[src/rtl/sobel_pkg.sv]
`default_nettype none
// ============================================================================
// Module   : sobel_pkg
// Purpose  : Shared types and constants for the Sobel window controller:
//            default pixel width, controller state encoding and the row-major
//            index of each tap in the 3x3 window.
// Revision : 1.0 - initial release
// ============================================================================
package sobel_pkg;

  localparam int SOBEL_PIX_W = 8;

  typedef enum logic [2:0] {
    IDLE  = 3'd0,
    CLEAR = 3'd1,
    FILL  = 3'd2,
    RUN   = 3'd3,
    DRAIN = 3'd4,
    DONE  = 3'd5
  } state_t;

  // Window taps, row-major: top row 0..2, middle row 3..5, bottom row 6..8
  localparam int W_TL = 0;
  localparam int W_TC = 1;
  localparam int W_TR = 2;
  localparam int W_ML = 3;
  localparam int W_MC = 4;
  localparam int W_MR = 5;
  localparam int W_BL = 6;
  localparam int W_BC = 7;
  localparam int W_BR = 8;

endpackage
`default_nettype wire

[src/rtl/sobel_line_buffer.sv]
`default_nettype none
// ============================================================================
// Module   : sobel_line_buffer
// Purpose  : Single-clock line store, DEPTH entries of WIDTH bits. The read
//            port is asynchronous so the same address can be read and then
//            overwritten on one edge (read-before-write).
// Revision : 1.0 - initial release
// ============================================================================
module sobel_line_buffer #(
  parameter int DEPTH = 64,
  parameter int WIDTH = 16
) (
  input  logic                     clk,
  input  logic                     we,
  input  logic [$clog2(DEPTH)-1:0] addr,
  input  logic [WIDTH-1:0]         wdata,
  output logic [WIDTH-1:0]         rdata
);

  logic [WIDTH-1:0] mem [DEPTH];

  assign rdata = mem[addr];

  // Write the new column entry; contents are don't-care after reset
  always_ff @(posedge clk) begin
    if (we) mem[addr] <= wdata;
  end

endmodule
`default_nettype wire

[src/rtl/sobel_window_ctrl.sv]
`default_nettype none
// ============================================================================
// Module   : sobel_window_ctrl
// Purpose  : Frame sequencer for the Sobel filter. Accepts a raster pixel
//            stream, keeps two rows in a line buffer, presents the 3x3
//            neighbourhood to the filter and re-times the filter output into
//            a result stream with valid and done flags.
// Revision : 1.0 - initial release
// ============================================================================
module sobel_window_ctrl
  import sobel_pkg::*;
#(
  parameter int IMG_W    = 64,
  parameter int IMG_H    = 64,
  parameter int PIX_W    = SOBEL_PIX_W,
  parameter int FILT_LAT = 1
) (
  input  logic             clk,
  input  logic             rst,
  input  logic             start,
  input  logic [PIX_W-1:0] pix_in,
  input  logic             pix_valid,
  output logic             pix_ready,
  output logic [PIX_W-1:0] win0,
  output logic [PIX_W-1:0] win1,
  output logic [PIX_W-1:0] win2,
  output logic [PIX_W-1:0] win3,
  output logic [PIX_W-1:0] win4,
  output logic [PIX_W-1:0] win5,
  output logic [PIX_W-1:0] win6,
  output logic [PIX_W-1:0] win7,
  output logic [PIX_W-1:0] win8,
  output logic             refresh,
  input  logic [PIX_W-1:0] filt_out,
  output logic [PIX_W-1:0] res_data,
  output logic             res_valid,
  output logic             busy,
  output logic             done
);

  localparam int XW = $clog2(IMG_W);
  localparam int YW = $clog2(IMG_H);
  localparam int DW = $clog2(FILT_LAT + 1);
  localparam logic [XW-1:0] X_LAST = XW'(IMG_W - 1);
  localparam logic [YW-1:0] Y_LAST = YW'(IMG_H - 1);

  state_t              state;
  logic [XW-1:0]       x;
  logic [YW-1:0]       y;
  logic [DW-1:0]       dcnt;
  logic [PIX_W-1:0]    win [9];
  logic [FILT_LAT-1:0] vpipe;
  logic [2*PIX_W-1:0]  lb_rd;
  logic [2*PIX_W-1:0]  lb_wr;
  logic                accept;
  logic                at_last;
  logic                at_first_win;
  logic                win_ok;

  assign accept       = pix_valid & pix_ready;
  assign at_last      = (x == X_LAST) && (y == Y_LAST);
  assign at_first_win = (x == XW'(2)) && (y == YW'(2));
  // Column gating alone keeps previous-row columns out of valid windows
  assign win_ok       = (x >= XW'(2)) && (y >= YW'(2));

  // Both lines share one buffer: upper half is the older row (linebuf1)
  assign lb_wr = {lb_rd[PIX_W-1:0], pix_in};

  sobel_line_buffer #(
    .DEPTH (IMG_W),
    .WIDTH (2*PIX_W)
  ) u_line_buffer (
    .clk   (clk),
    .we    (accept),
    .addr  (x),
    .wdata (lb_wr),
    .rdata (lb_rd)
  );

  // Frame sequencer with registered control outputs
  always_ff @(posedge clk or posedge rst) begin
    if (rst) begin
      state     <= IDLE;
      refresh   <= 1'b0;
      pix_ready <= 1'b0;
      busy      <= 1'b0;
      done      <= 1'b0;
      dcnt      <= '0;
    end else begin
      case (state)
        IDLE: begin
          if (start) begin
            state   <= CLEAR;
            refresh <= 1'b1;
            busy    <= 1'b1;
          end
        end
        CLEAR: begin
          refresh   <= 1'b0;
          pix_ready <= 1'b1;
          state     <= FILL;
        end
        FILL, RUN: begin
          if (accept) begin
            if (at_last) begin
              state     <= DRAIN;
              pix_ready <= 1'b0;
              dcnt      <= '0;
            end else if (state == FILL && at_first_win) begin
              state <= RUN;
            end
          end
        end
        DRAIN: begin
          // Hold until the last window's result has been registered
          if (dcnt == DW'(FILT_LAT)) begin
            state <= DONE;
            done  <= 1'b1;
          end else begin
            dcnt <= dcnt + 1'b1;
          end
        end
        DONE: begin
          done  <= 1'b0;
          busy  <= 1'b0;
          state <= IDLE;
        end
        default: state <= IDLE;
      endcase
    end
  end

  // Raster position of the next pixel to be accepted
  always_ff @(posedge clk or posedge rst) begin
    if (rst) begin
      x <= '0;
      y <= '0;
    end else if (state == CLEAR) begin
      x <= '0;
      y <= '0;
    end else if (accept) begin
      if (x == X_LAST) begin
        x <= '0;
        y <= (y == Y_LAST) ? '0 : y + 1'b1;
      end else begin
        x <= x + 1'b1;
      end
    end
  end

  // Shift the window one column left and load the new right column
  always_ff @(posedge clk or posedge rst) begin
    if (rst) begin
      for (int i = 0; i < 9; i++) win[i] <= '0;
    end else if (accept) begin
      win[W_TL] <= win[W_TC];
      win[W_TC] <= win[W_TR];
      win[W_TR] <= lb_rd[2*PIX_W-1:PIX_W];
      win[W_ML] <= win[W_MC];
      win[W_MC] <= win[W_MR];
      win[W_MR] <= lb_rd[PIX_W-1:0];
      win[W_BL] <= win[W_BC];
      win[W_BC] <= win[W_BR];
      win[W_BR] <= pix_in;
    end
  end

  // Track window validity through the filter latency and capture results
  always_ff @(posedge clk or posedge rst) begin
    if (rst) begin
      vpipe     <= '0;
      res_valid <= 1'b0;
      res_data  <= '0;
    end else begin
      vpipe[0] <= accept & win_ok;
      for (int i = 1; i < FILT_LAT; i++) vpipe[i] <= vpipe[i-1];
      res_valid <= vpipe[FILT_LAT-1];
      if (vpipe[FILT_LAT-1]) res_data <= filt_out;
    end
  end

  assign win0 = win[W_TL];
  assign win1 = win[W_TC];
  assign win2 = win[W_TR];
  assign win3 = win[W_ML];
  assign win4 = win[W_MC];
  assign win5 = win[W_MR];
  assign win6 = win[W_BL];
  assign win7 = win[W_BC];
  assign win8 = win[W_BR];

endmodule
`default_nettype wire

[config.mk]
export PLATFORM = sky130hd
export DESIGN_NAME = sobel_window_ctrl
export DESIGN_NICKNAME = d
export VERILOG_FILES = /design/src/rtl/sobel_pkg.sv /design/src/rtl/sobel_line_buffer.sv /design/src/rtl/sobel_window_ctrl.sv
export SDC_FILE = /design/constraint.sdc
export NUM_CORES = 1
export LEC_CHECK = 0
export ABC_AREA = 1
export BUFFER_PORTS_ARGS = -buffer_cell sky130_fd_sc_hd__buf_2
export CAP_MARGIN = 30
export CELL_PAD_IN_SITES_DETAIL_PLACEMENT = 1
export CELL_PAD_IN_SITES_GLOBAL_PLACEMENT = 1
export CORE_ASPECT_RATIO = 2
export CORE_MARGIN = 4
export CORE_UTILIZATION = 50
export DETAILED_ROUTE_END_ITERATION = 10
export PLACE_DENSITY = 0.9
export SLEW_MARGIN = 20
export SYNTH_ARGS = -nofsm -noshare
export SYNTH_HDL_FRONTEND = slang
export SYNTH_HIERARCHICAL = 1
export SYNTH_SLANG_ARGS = --single-unit
[constraint.sdc]
create_clock -name clk -period 4.2 [get_ports clk]
set_clock_uncertainty 0.15 [all_clocks]
set_input_delay 0.42 -clock clk [delete_from_list [all_inputs] [get_ports clk]]
set_output_delay 0.42 -clock clk [all_outputs]
set_load 0.02 [all_outputs]
==> impl_metrics.yaml <==
status:
  outcome: "complete, no violations"
clocking:
  clock-sinks: 1126
  cts_tree: "yes"
  clock_tree.root_cell: "clkbuf_16"
  cts.path.max_buffers: 3
  insertion_delay_ps: 710
  numCtsBuffers: 93
  htreeDepth: 3
  cts.clk_slew.worst_paths_ps: 80
setup_path:
  worstPathArrival_ps: 4200
  r2r_start: "x[1]"
  slowest_stage: "dfrtp_4"
  crit_cells: 5
  crit_type: "flop to flop"
  path_cells: "inv_8, nor2_1, nand3_1, nor2_1, buf_4"
  crit_path_frequent_cell: "nor2_1"
  worstPathRequired_ps: 4410
  cp-end-kind: "flop"
  start_kind: "flop"
  cp_num_buf_inv: 2
  worst-path-max-fanout: 37
  crit_family: "simple AND/OR/NAND/NOR gates"
  cp-startpoint: "x[1]"
  cp_slowest_stage_delay_ps: 830
  rr_worst_depth: 5
timing:
  fin_crit_sh_pct: 95.0
  period_needed_ps: 3990
  tightest_slew_ps: 930
  hold_viol: 0
  drv_slew: 0
  tns_ps: 0
  holdWs_ps: 106
  relSlewSlack_pct: 37.8
  rsz0062_at_grt: "no"
  final-setup-viol-count: 0
  fmax_mhz: 251
layout:
  ff_latch_area_um2: 33300
  num-fill-cells: 9944
  syn_to_final_growth_pct: 12.3
  largest_register_ffs: 1024
  stdcell_count: 6129
  layout_common_cells: "nand2_1, edfxtp_1, buf_4"
  final_common_cell: "nand2_1"
  drive_gt1_share_pct: 9.53
  nets: 4870
  multiInputGateArea_um2: 12800
  largest-register: "u_line_buffer/mem"
global_route:
  grt_pass1_vias: 40700
  antenna_found_initial: 4
  grt_overflow: 0
  grt_pass1_wl_mm: 255
  track_usage_pct: 34.4
  grt_max_degree: 132
yosys:
  syn_area_um2: 47400
  synth_edf_count: 1024
  synth_seq_cells: 1126
  ys_seq_area_share_pct: 70.2
  synthCells: 4692
  synthDistinctLibCells: 35
  syn_area_per_cell_um2: 10.1
  yosysWarnings: 6
  ys.flop_type: "edfxtp_1"
  ys_async_sr_fraction_pct: 9.06
  syn_nets: 4716
die:
  rows: 159
  die_y_um: 444
  core-area_um2: 94100
  initial_utilization_pct: 50.4
  ios: 105
  die-area_um2: 100000
  die_x_um: 226
placement:
  hpwl_mm: 101
  place_congestion: 0.902
  dpl.cell_count: 5939
  port_buffers: 104
route:
  vias_per_cell: 6.06
  antenna_left: 0
  num_vias: 37200
  drt_iter0_drc: 4312
  drcViolationCount: 0
  dr.pass1.iters: 7
  post_drt_wl_per_cell_um: 28.3
  wirelength_mm: 174
min_path:
  hold_path_class: "input pin to flop"
  holdCritStartpoint: "pix_in[7]"
  whs_path_depth: 2
power:
  ir_drop_uv: 585
  powerDensity_nw_per_um2: 728
  leakage_nw: 22.8
job:
  drv_cap: 0
## path summary, 6_finish.rpt
| check | endpoint | slack, ps |
|---|---|---|
| setup / recovery | u_line_buffer/mem[43][11] | 210 |
| hold / removal | u_line_buffer/mem[14][7] | 110 |
| setup reg to reg | u_line_buffer/mem[43][11] | 210 |
| hold reg to reg | win6[6] | 330 |
| max in group asynchronous | win0[7] | 3020 |
| min in group asynchronous | win7[0] | 130 |
## cells in the mapped netlist, types with 9 or more instances
cell	n	area, µm²
buf_1	14	52.6
clkbuf_1	65	244
buf_4	14	105
buf_6	9	101
nand2_1	2989	11200
nor2_1	122	458
dfrtp_1	102	2550
inv_2	14	52.6
buf_2	121	606
inv_1	57	214
nand3_1	29	145
o21ai_0	59	295
edfxtp_1	1024	30700
## cells by family (layout without fill, tap and decap cells)
family                     count (synthesis)  count (layout)  synth area share (%)
AOI/OAI and AO/OA                         80              80                 0.897
adders and majority gates                  4               4                 0.106
buffers and inverters                    298             525                  2.95
DFF                                     1126            1126                  70.2
muxes                                      8               8                 0.190
other                                      0               3                     0
and+or+nand+nor                         3176            3176                  25.6
## per-stage QoR
step	setup slack (ps)	area, µm²	utilization [%]	power, mW
final	210	53200	56.6	38.8
after global routing	315	53200	56.6	40.1
after floorplan	555	47400	-	22.8
after CTS	545	53100	56.5	38.3
after detailed placement	729	49900	53.0	28.7
after global placement	879	49900	53.0	27.7
## area by class of cell
cell class,count,area share (%)
Clock inverter,53,1.08
Clock buffer,115,4.72
Multi-Input combinational cell,3268,23.9
Timing Repair Buffer,283,4.26
Antenna cell,3,0.0141
Tap cell,1207,2.84
Inverter,74,0.573
Sequential cell,1126,62.6
## timing repair
action,4_1_cts,5_1_grt
resized for setup,0,0
hold buffers,12,2
buffers inserted,0,0
endpoints found under the hold margin,85,13
setup endpoints to repair,0,0
## power breakdown
| group | total (mW) | internal, mW | switching, mW | leakage (nW) |
|---|---|---|---|---|
| clock | 9.14 | 4.99 | 4.14 | 1.50 |
| sequential | 14.9 | 14.5 | 0.496 | 10.5 |
| combinational | 14.7 | 3.18 | 11.5 | 10.8 |
## layer usage
| metal | up-vias | wire length (µm) | part of all wire [%] | global-route usage [%] |
|---|---|---|---|---|
| met5 | - | 0 | 0 | 0 |
| met4 | 0 | 20700 | 12 | 31.9 |
| met3 | 999 | 15200 | 8.8 | 6.38 |
| met2 | 2547 | 85100 | 49 | 58.2 |
| met1 | 18200 | 52500 | 30 | 35.4 |
| li1 | 15400 | - | - | - |
(Power assumes the default switching activity.)
